File: src/rtl/multicycle_control_if.sv
// Control-strobe bundle between the multicycle control FSM and its datapath.
// The master side is the control unit; the slave side is the datapath.
interface multicycle_control_if;
    logic [6:0] opcode;
    logic [1:0] ALUop;
    logic [1:0] ALUSrcB;
    logic       MemtoReg;
    logic       MemRead;
    logic       MemWrite;
    logic       IorD;
    logic       RegWrite;
    logic       IRWrite;
    logic       PCWrite;
    logic       PCWriteCond;
    logic       ALUSrcA;
    logic       PCSource;

    modport master (
        input  opcode,
        output ALUop, ALUSrcB, MemtoReg, MemRead, MemWrite, IorD,
        output RegWrite, IRWrite, PCWrite, PCWriteCond, ALUSrcA, PCSource
    );

    modport slave (
        output opcode,
        input  ALUop, ALUSrcB, MemtoReg, MemRead, MemWrite, IorD,
        input  RegWrite, IRWrite, PCWrite, PCWriteCond, ALUSrcA, PCSource
    );
endinterface

File: src/rtl/multicycle_control.sv
// Main control FSM of the multicycle RISC-V core: Moore-decoded datapath strobes,
// a wrapping retired-instruction counter and a sticky illegal-opcode flag.
module multicycle_control #(
    parameter int unsigned COUNT_W = 32
) (
    input  logic                   clk,
    input  logic                   rst_n,
    multicycle_control_if.master   ctrl_io,
    output logic [3:0]             state_o,
    output logic                   illegal_op,
    output logic [COUNT_W-1:0]     instr_retired
);

    localparam logic [6:0] OpLw   = 7'b0000011;
    localparam logic [6:0] OpSw   = 7'b0100011;
    localparam logic [6:0] OpRtype = 7'b0110011;
    localparam logic [6:0] OpBeq  = 7'b1100011;

    typedef enum logic [3:0] {
        StIdle   = 4'd0,
        StFetch  = 4'd1,
        StDecode = 4'd2,
        StMemAdr = 4'd3,
        StMemRd  = 4'd4,
        StMemWb  = 4'd5,
        StMemWr  = 4'd6,
        StExec   = 4'd7,
        StRwb    = 4'd8,
        StBranch = 4'd9
    } state_e;

    state_e               state_q, state_d;
    logic                 illegal_q, illegal_d;
    logic [COUNT_W-1:0]   retired_q, retired_d;

    // State register
    always_ff @(posedge clk or negedge rst_n) begin
        if (!rst_n) begin
            state_q   <= StIdle;
            illegal_q <= 1'b0;
            retired_q <= '0;
        end else begin
            state_q   <= state_d;
            illegal_q <= illegal_d;
            retired_q <= retired_d;
        end
    end

    // Next-state, flag and counter logic
    always_comb begin
        state_d   = state_q;
        illegal_d = illegal_q;
        retired_d = retired_q;
        case (state_q)
            StIdle:   state_d = StFetch;
            StFetch:  state_d = StDecode;
            StDecode: begin
                case (ctrl_io.opcode)
                    OpLw, OpSw: state_d = StMemAdr;
                    OpRtype:    state_d = StExec;
                    OpBeq:      state_d = StBranch;
                    default: begin
                        state_d   = StFetch;
                        illegal_d = 1'b1;
                    end
                endcase
            end
            StMemAdr: state_d = (ctrl_io.opcode == OpLw) ? StMemRd : StMemWr;
            StMemRd:  state_d = StMemWb;
            StExec:   state_d = StRwb;
            StMemWb, StMemWr, StRwb, StBranch: begin
                state_d   = StFetch;
                retired_d = retired_q + COUNT_W'(1);
            end
            // Unused encodings recover to FETCH.
            default:  state_d = StFetch;
        endcase
    end

    // Moore output decode: depends on state_q only
    always_comb begin
        ctrl_io.ALUop       = 2'b00;
        ctrl_io.ALUSrcB     = 2'b00;
        ctrl_io.MemtoReg    = 1'b0;
        ctrl_io.MemRead     = 1'b0;
        ctrl_io.MemWrite    = 1'b0;
        ctrl_io.IorD        = 1'b0;
        ctrl_io.RegWrite    = 1'b0;
        ctrl_io.IRWrite     = 1'b0;
        ctrl_io.PCWrite     = 1'b0;
        ctrl_io.PCWriteCond = 1'b0;
        ctrl_io.ALUSrcA     = 1'b0;
        ctrl_io.PCSource    = 1'b0;
        case (state_q)
            StFetch: begin
                ctrl_io.MemRead = 1'b1;
                ctrl_io.IRWrite = 1'b1;
                ctrl_io.ALUSrcB = 2'b01;
                ctrl_io.PCWrite = 1'b1;
            end
            StDecode: ctrl_io.ALUSrcB = 2'b11;
            StMemAdr: begin
                ctrl_io.ALUSrcA = 1'b1;
                ctrl_io.ALUSrcB = 2'b10;
            end
            StMemRd: begin
                ctrl_io.MemRead = 1'b1;
                ctrl_io.IorD    = 1'b1;
            end
            StMemWb: begin
                ctrl_io.RegWrite = 1'b1;
                ctrl_io.MemtoReg = 1'b1;
            end
            StMemWr: begin
                ctrl_io.MemWrite = 1'b1;
                ctrl_io.IorD     = 1'b1;
            end
            StExec: begin
                ctrl_io.ALUSrcA = 1'b1;
                ctrl_io.ALUop   = 2'b10;
            end
            StRwb: ctrl_io.RegWrite = 1'b1;
            StBranch: begin
                ctrl_io.ALUSrcA     = 1'b1;
                ctrl_io.ALUop       = 2'b01;
                ctrl_io.PCWriteCond = 1'b1;
                ctrl_io.PCSource    = 1'b1;
            end
            default: ;
        endcase
    end

    assign state_o       = state_q;
    assign illegal_op    = illegal_q;
    assign instr_retired = retired_q;

    // Strobe exclusivity guards the datapath against conflicting writes.
    a_mem_rw_excl: assert property (@(posedge clk) disable iff (!rst_n)
        !(ctrl_io.MemRead && ctrl_io.MemWrite));
    a_regwrite_excl: assert property (@(posedge clk) disable iff (!rst_n)
        !(ctrl_io.RegWrite && (ctrl_io.MemWrite || ctrl_io.IRWrite)));
    a_pcwrite_excl: assert property (@(posedge clk) disable iff (!rst_n)
        !(ctrl_io.PCWrite && ctrl_io.PCWriteCond));

endmodule
File: src/flat_wrapper.sv
// flat-port wrapper written by rule: the top's interface ports become plain ports
module multicycle_control_flat 
#(
    parameter int unsigned COUNT_W = 32
)
  (clk, rst_n, state_o, illegal_op, instr_retired, ctrl_io_opcode, ctrl_io_ALUop, ctrl_io_ALUSrcB, ctrl_io_MemtoReg, ctrl_io_MemRead, ctrl_io_MemWrite, ctrl_io_IorD, ctrl_io_RegWrite, ctrl_io_IRWrite, ctrl_io_PCWrite, ctrl_io_PCWriteCond, ctrl_io_ALUSrcA, ctrl_io_PCSource);
  multicycle_control_if ctrl_io_i ();
  input  logic clk;
  input  logic rst_n;
  output logic [3:0] state_o;
  output logic illegal_op;
  output logic [COUNT_W-1:0] instr_retired;
  input wire logic [$bits(ctrl_io_i.opcode)-1:0] ctrl_io_opcode;
  output wire logic [$bits(ctrl_io_i.ALUop)-1:0] ctrl_io_ALUop;
  output wire logic [$bits(ctrl_io_i.ALUSrcB)-1:0] ctrl_io_ALUSrcB;
  output wire logic [$bits(ctrl_io_i.MemtoReg)-1:0] ctrl_io_MemtoReg;
  output wire logic [$bits(ctrl_io_i.MemRead)-1:0] ctrl_io_MemRead;
  output wire logic [$bits(ctrl_io_i.MemWrite)-1:0] ctrl_io_MemWrite;
  output wire logic [$bits(ctrl_io_i.IorD)-1:0] ctrl_io_IorD;
  output wire logic [$bits(ctrl_io_i.RegWrite)-1:0] ctrl_io_RegWrite;
  output wire logic [$bits(ctrl_io_i.IRWrite)-1:0] ctrl_io_IRWrite;
  output wire logic [$bits(ctrl_io_i.PCWrite)-1:0] ctrl_io_PCWrite;
  output wire logic [$bits(ctrl_io_i.PCWriteCond)-1:0] ctrl_io_PCWriteCond;
  output wire logic [$bits(ctrl_io_i.ALUSrcA)-1:0] ctrl_io_ALUSrcA;
  output wire logic [$bits(ctrl_io_i.PCSource)-1:0] ctrl_io_PCSource;
  assign ctrl_io_i.opcode = ctrl_io_opcode;
  assign ctrl_io_ALUop = ctrl_io_i.ALUop;
  assign ctrl_io_ALUSrcB = ctrl_io_i.ALUSrcB;
  assign ctrl_io_MemtoReg = ctrl_io_i.MemtoReg;
  assign ctrl_io_MemRead = ctrl_io_i.MemRead;
  assign ctrl_io_MemWrite = ctrl_io_i.MemWrite;
  assign ctrl_io_IorD = ctrl_io_i.IorD;
  assign ctrl_io_RegWrite = ctrl_io_i.RegWrite;
  assign ctrl_io_IRWrite = ctrl_io_i.IRWrite;
  assign ctrl_io_PCWrite = ctrl_io_i.PCWrite;
  assign ctrl_io_PCWriteCond = ctrl_io_i.PCWriteCond;
  assign ctrl_io_ALUSrcA = ctrl_io_i.ALUSrcA;
  assign ctrl_io_PCSource = ctrl_io_i.PCSource;
  multicycle_control #(.COUNT_W(COUNT_W)) u_core (.clk(clk), .rst_n(rst_n), .ctrl_io(ctrl_io_i), .state_o(state_o), .illegal_op(illegal_op), .instr_retired(instr_retired));
endmodule
File: config.mk
export PLATFORM = sky130hd
export DESIGN_NAME = multicycle_control_flat
export DESIGN_NICKNAME = d
export VERILOG_FILES = /design/src/rtl/multicycle_control_if.sv /design/src/rtl/multicycle_control.sv /design/src/flat_wrapper.sv
export SDC_FILE = /design/constraint.sdc
export NUM_CORES = 1
export LEC_CHECK = 0
export ABC_AREA = 0
export CAP_MARGIN = 0
export CORE_UTILIZATION = 35
export DETAILED_ROUTE_END_ITERATION = 6
export PLACE_DENSITY = 0.62
export SYNTH_ARGS = -nofsm -noshare
export SYNTH_HDL_FRONTEND = slang
export SYNTH_SLANG_ARGS = --single-unit
File: constraint.sdc
create_clock -name clk -period 3.1 [get_ports clk]
set_input_delay 0.465 -clock clk [delete_from_list [all_inputs] [get_ports clk]]
set_output_delay 0.465 -clock clk [all_outputs]
set_load 0.05 [all_outputs]
# Yosys cells after proc, flatten, opt, wreduce, memory -nomap -nowiden

Index checks and enable logic that the tools add are counted.

Bits of input ports: 9
Flip-flop bits (word level): 37
Output and inout port bits: 51
Word-level logic and storage cells: 39

Add/subtract/negate cells: 1
Reductions and logical operators: 8
Equal/unequal tests: 13
Multiplexer cells: 13
Bitwise gates (word level): 1

Operators by type and width:

| kind                                          | number |
|---|---|
| adder 32 x 1 -> 32 bit, second input constant | 1 |
| one-hot mux 4 bit (5 select lines)            | 1 |
| == test 4 x 3 -> 1 bit, second input constant | 4 |
| == test 7 x 6 -> 1 bit, second input constant | 2 |
| one-hot mux 4 bit (3 select lines)            | 1 |
| == test 4 x 2 -> 1 bit, second input constant | 2 |
| == test 4 bit, second input constant          | 2 |
| two-way mux 1 bit                             | 8 |
| OR reduction 2 bit                            | 4 |
| OR reduction 4 bit                            | 2 |
| == test 7 x 2 -> 1 bit, second input constant | 1 |
| == test 7 bit, second input constant          | 1 |
| one-hot mux 2 bit (3 select lines)            | 1 |
| == test 4 x 1 -> 1 bit, second input constant | 1 |
| one-hot mux 2 bit (2 select lines)            | 1 |
| OR reduction 3 bit                            | 1 |
| two-way mux 2 bit                             | 1 |
| AND reduction 2 bit                           | 1 |
| inverter 1 bit                                | 1 |

# Longest topological paths before layout

Gate-level depths: netlist of run 1.

Word-level depth: 4
Gate-level depth with buffers: 6

# Worst setup path before layout of run 1

No wires, ideal clock.

Path kind: register to output
From: register u_core.state_q[1], in the netlist u_core.state_o[1]
To: output ctrl_io_ALUSrcB[0]
Path slack: -47 ps
Required time: 2635 ps
Data arrival time: 2682 ps
Cell stages (with the launch flop): 6
Cells stage by stage: dfrtp_1 -> buf_4 -> clkinv_1 -> nand2_1 -> nor3_1 -> or2_2

Longest elaborated chain between the ends: 2
Elaborated cells between the ends (all ways): 4
Those cells by class: eq/ne: 3; mux: 1

RTL lines:

| item                                                             | line                     | source |
|---|---|---|
| from (decl)                                                      | multicycle_control.sv:32 | `state_e state_q, state_d;` |
| from (signal assigned)                                           | multicycle_control.sv:39 | `state_q <= StIdle;` |
| from (signal assigned)                                           | multicycle_control.sv:43 | `state_q <= state_d;` |
| == test 4 x 2 -> 1 bit or == test 4 x 1 -> 1 bit (tied branches) | multicycle_control.sv:94 | `case (state_q)` |
| one-hot mux 2 bit (3 select lines) *                             | multicycle_control.sv:94 |  |
| to (decl)                                                        | flat_wrapper.sv:15       | `output wire logic [$bits(ctrl_io_i.ALUSrcB)-1:0] ctrl_io_ALUSrcB;` |

Mark *: on every way between the ends. The rest lies on a longest branch, timed or not.

# Worst setup path in the final report of run 1

From: register u_core.state_q[2], in the netlist u_core.state_o[2]
To: output ctrl_io_MemRead

Longest elaborated chain between the ends: 3
Elaborated cells between the ends (all ways): 4
Those cells by class: eq/ne: 2; mux: 1; reduce/logical: 1

RTL lines:

| item                                                             | line                     | source |
|---|---|---|
| == test 4 x 1 -> 1 bit or == test 4 x 3 -> 1 bit (tied branches) | multicycle_control.sv:94 |  |
| OR reduction 2 bit (no line) *                                   | n/a                      |  |
| two-way mux 1 bit *                                              | multicycle_control.sv:94 |  |
| to (decl)                                                        | flat_wrapper.sv:17       | `output wire logic [$bits(ctrl_io_i.MemRead)-1:0] ctrl_io_MemRead;` |

Marks and branches as above.

==> impl_metrics.toml, run 1 <==
[run_status]
status = "finished, final reports clean"

[global_routing]
grt_pass1_vias = 1482
antenna_found_initial = 0
grt_pass1_wl_um = 6920
grt_max_degree = 38
grtUsageTotal_pct = 15.06
grt_overflow = 0

[layout]
drive_above_1_share_pct = 6.615
n_antenna_cell = 0
final_util_pct = 51.88
syn_to_final_growth_pct = 40.13
stdcell_area_mm2 = 0.002700
nets = 266

[run]
maxCapViolations = 0

[floorplanning]
dieWidth_um = 76.20
core_area_mm2 = 0.005205
pin_count = 60
floorplan.die_area_mm2 = 0.005806
initial_core_util_pct = 37.02
rows = 26
die_h_um = 76.20

[critical_path]
critPathArrivalTime_ps = 2380
critPathKind = "flop to output port"
path_cells = "nand2b_1 > nor2_1 > a21o_1 > clkdlybuf4s50_1"
slowest_delay_ps = 790
endpoint_kind = "output port"
required_ps = 2630
crit_family = "buffers and inverters"
crit_buf_inv = 1
path_max_fanout = 13
cp-start-kind = "flop"
slowest_stage = "clkdlybuf4s50_1"

[sta]
maxSlewHeadroom_pct = 46.11
rsz0062_at_grt = "false"
finalCritPeriodShare_pct = 91.67
slew_viol_final = 0
hold-worst-slack_ps = 264.3
tightest_slew_ps = 808.3
worst_slack_ps = 258.1
timing.fmax_mhz = 351.9
setup-violations-final = 0
fin_crit_ps = 2842
fin_tns_setup_ps = 0
hold_violations = 0
worst_clock_skew_ps = 4.757

[power]
ir_worst_vdd_v = 0.0008956
pwr_density_cell_mw_per_mm2 = 757.2
p_leak_nw = 1.165

[detailed_routing]
dr_total_vias = 1600
drt-pass1-iter-count = 4
ant_nets = 0
drtIter0Drc = 64
wire_per_inst_um = 12.75
drc = 0
routed_wl_um = 4170
drt-vias-per-instance = 4.893

[logic_synthesis]
synth_fa_ha_area_share_pct = 0.6494
synth-simple-area-share_pct = 25.78
synth_area_mm2 = 0.001927
ys_ff_latch = 37
synth_edf_count = 0
synth.net_count = 205
synth_compound_gate_area_share_pct = 7.468
synthMuxAreaShare_pct = 0.5195
syn_avg_cell_area_um2 = 9.881
synthArstFlopShare_pct = 100.0
ys_seq_area_share_pct = 48.05
synth_flop_cell = "dfrtp_1"
postSynthCellCount = 195
synth_xor_area_share_pct = 14.55
ys_types = 41
synth_top_family_by_area = "simple AND/OR/NAND/NOR gates"
synth_warnings = 0

[clocking]
cts_resized = 0
cts-hold-fix-buffers = 0
post_cts_buffers = 0
clk_pin_slew_ps = 70
clock_latency_ps = 290
clockBufferDepth = 2
cts_root_buffer = "clkbuf_8"
cts.sink_count = 37
cts_tree = "built"
htreeDepth = 2
cts_buffers = 5

[placement]
dpl_cell_area_mm2 = 0.002581
gp_congestion = 0.7650
dp_hpwl_um = 2943
portBuffers = 59
dp_slack_ps = 443.4

[min_path]
hold_class = "input pin to asynchronous set/reset pin"
cells in the final DEF, fill, tap and decap left out, types with 4 or more instances in the layout:
cell type | netlist | final
and3_1 | 8 | 8
xnor2_1 | 18 | 18
nand2b_1 | 4 | 4
clkbuf_8 | 0 | 6
clkdlybuf4s50_1 | 0 | 57
nand4_1 | 7 | 7
nand3_1 | 17 | 17
nor3_1 | 7 | 6
inv_1 | 4 | 4
dfrtp_1 | 37 | 37
nand2_1 | 13 | 13
xor2_1 | 14 | 14
nor2_1 | 23 | 23
report_power, final:
group	total, mW	internal, mW	leakage [nW]	switching, mW
Sequential	0.632	0.529	0.500	0.103
Clock	0.427	0.262	0.0585	0.165
Combinational	0.986	0.337	0.606	0.649
worst paths after layout:
kind,end,cells after the start,startpoint,slack [ps]
worst max-delay path,ctrl_io_MemRead,4,u_core.state_o[2]$_DFF_PN0_,260
worst min-delay path,u_core.instr_retired[6]$_DFFE_PN0P_,1,rst_n,260
worst max register to register,u_core.instr_retired[27]$_DFFE_PN0P_,5,u_core.state_o[2]$_DFF_PN0_,930
worst min register to register,u_core.instr_retired[31]$_DFFE_PN0P_,1,u_core.instr_retired[31]$_DFFE_PN0P_,480
max in group asynchronous,u_core.instr_retired[28]$_DFFE_PN0P_,1,rst_n,2320
min in group clk,u_core.instr_retired[31]$_DFFE_PN0P_,1,u_core.instr_retired[31]$_DFFE_PN0P_,480
routing by layer:
layer	share of wire [%]	vias up	wire, um	track usage (%)
met5	0	-	0	0
met4	1.0	0	42	5.192
met3	7.6	5	317	5.868
met2	43	53	1800	23.18
met1	48	740	2009	19.28
li1	-	802	-	-
registers in the layout (all words and copies together), names as in the netlist:
| signal | count |
|---|---|
| u_core.instr_retired | 32 |
| u_core.state_o | 4 |
| u_core.illegal_op | 1 |
layout make-up:
class                   instances  area (um2)
flip-flops and latches         37       925.9
repair buffers                 61       603.1
clock buffers                   7       86.33
multi-input cells             146       948.4
well taps                      70       87.58
clock inverters                 1       30.03
inverters                       5       18.77
fillers                       494        2505
logic make-up (layout without fill, tap and decap cells):
kind of cell	count (synthesis)	after routing
simple gates	95	95
flops	37	37
xor+xnor	32	32
compound gates	17	17
buf+inv	12	74
fa+ha+maj	1	1
mux	1	1
synth_stat cells (3+ instances only):
master | n | area (um2)
nand3_1 | 17 | 85.08
dfrtp_1 | 37 | 925.9
nor2_1 | 23 | 86.33
nor3_1 | 7 | 35.03
nand2b_1 | 4 | 25.02
buf_4 | 3 | 22.52
xor2_1 | 14 | 122.6
xnor2_1 | 18 | 157.7
a21oi_1 | 3 | 15.01
nand2_1 | 13 | 48.80
nand4_1 | 7 | 43.79
clkbuf_1 | 3 | 11.26
inv_1 | 4 | 15.01
and3_1 | 8 | 50.05
nor3b_1 | 3 | 22.52
per-stage QoR:
step / cells / total power [mW]
global route: 327 / 2.151
detailed placement: 319 / 1.628
finish: 327 / 2.045
global placement: 319 / 1.634
CTS: 327 / 2.064
floorplan: 195 / 1.329
Power figures use the tool's default switching activity.
==> inputs of run 2 (changes only) <==
--- a/config.mk
+++ b/config.mk
@@ -6,7 +6,7 @@
 export NUM_CORES = 1
 export LEC_CHECK = 0
 export ABC_AREA = 0
-export CAP_MARGIN = 0
+export CAP_MARGIN = 20
 export CORE_UTILIZATION = 35
 export DETAILED_ROUTE_END_ITERATION = 6
 export PLACE_DENSITY = 0.62
==> results of run 2 <==
No change in the layout: final DEF, timing and power equal those of run 1.
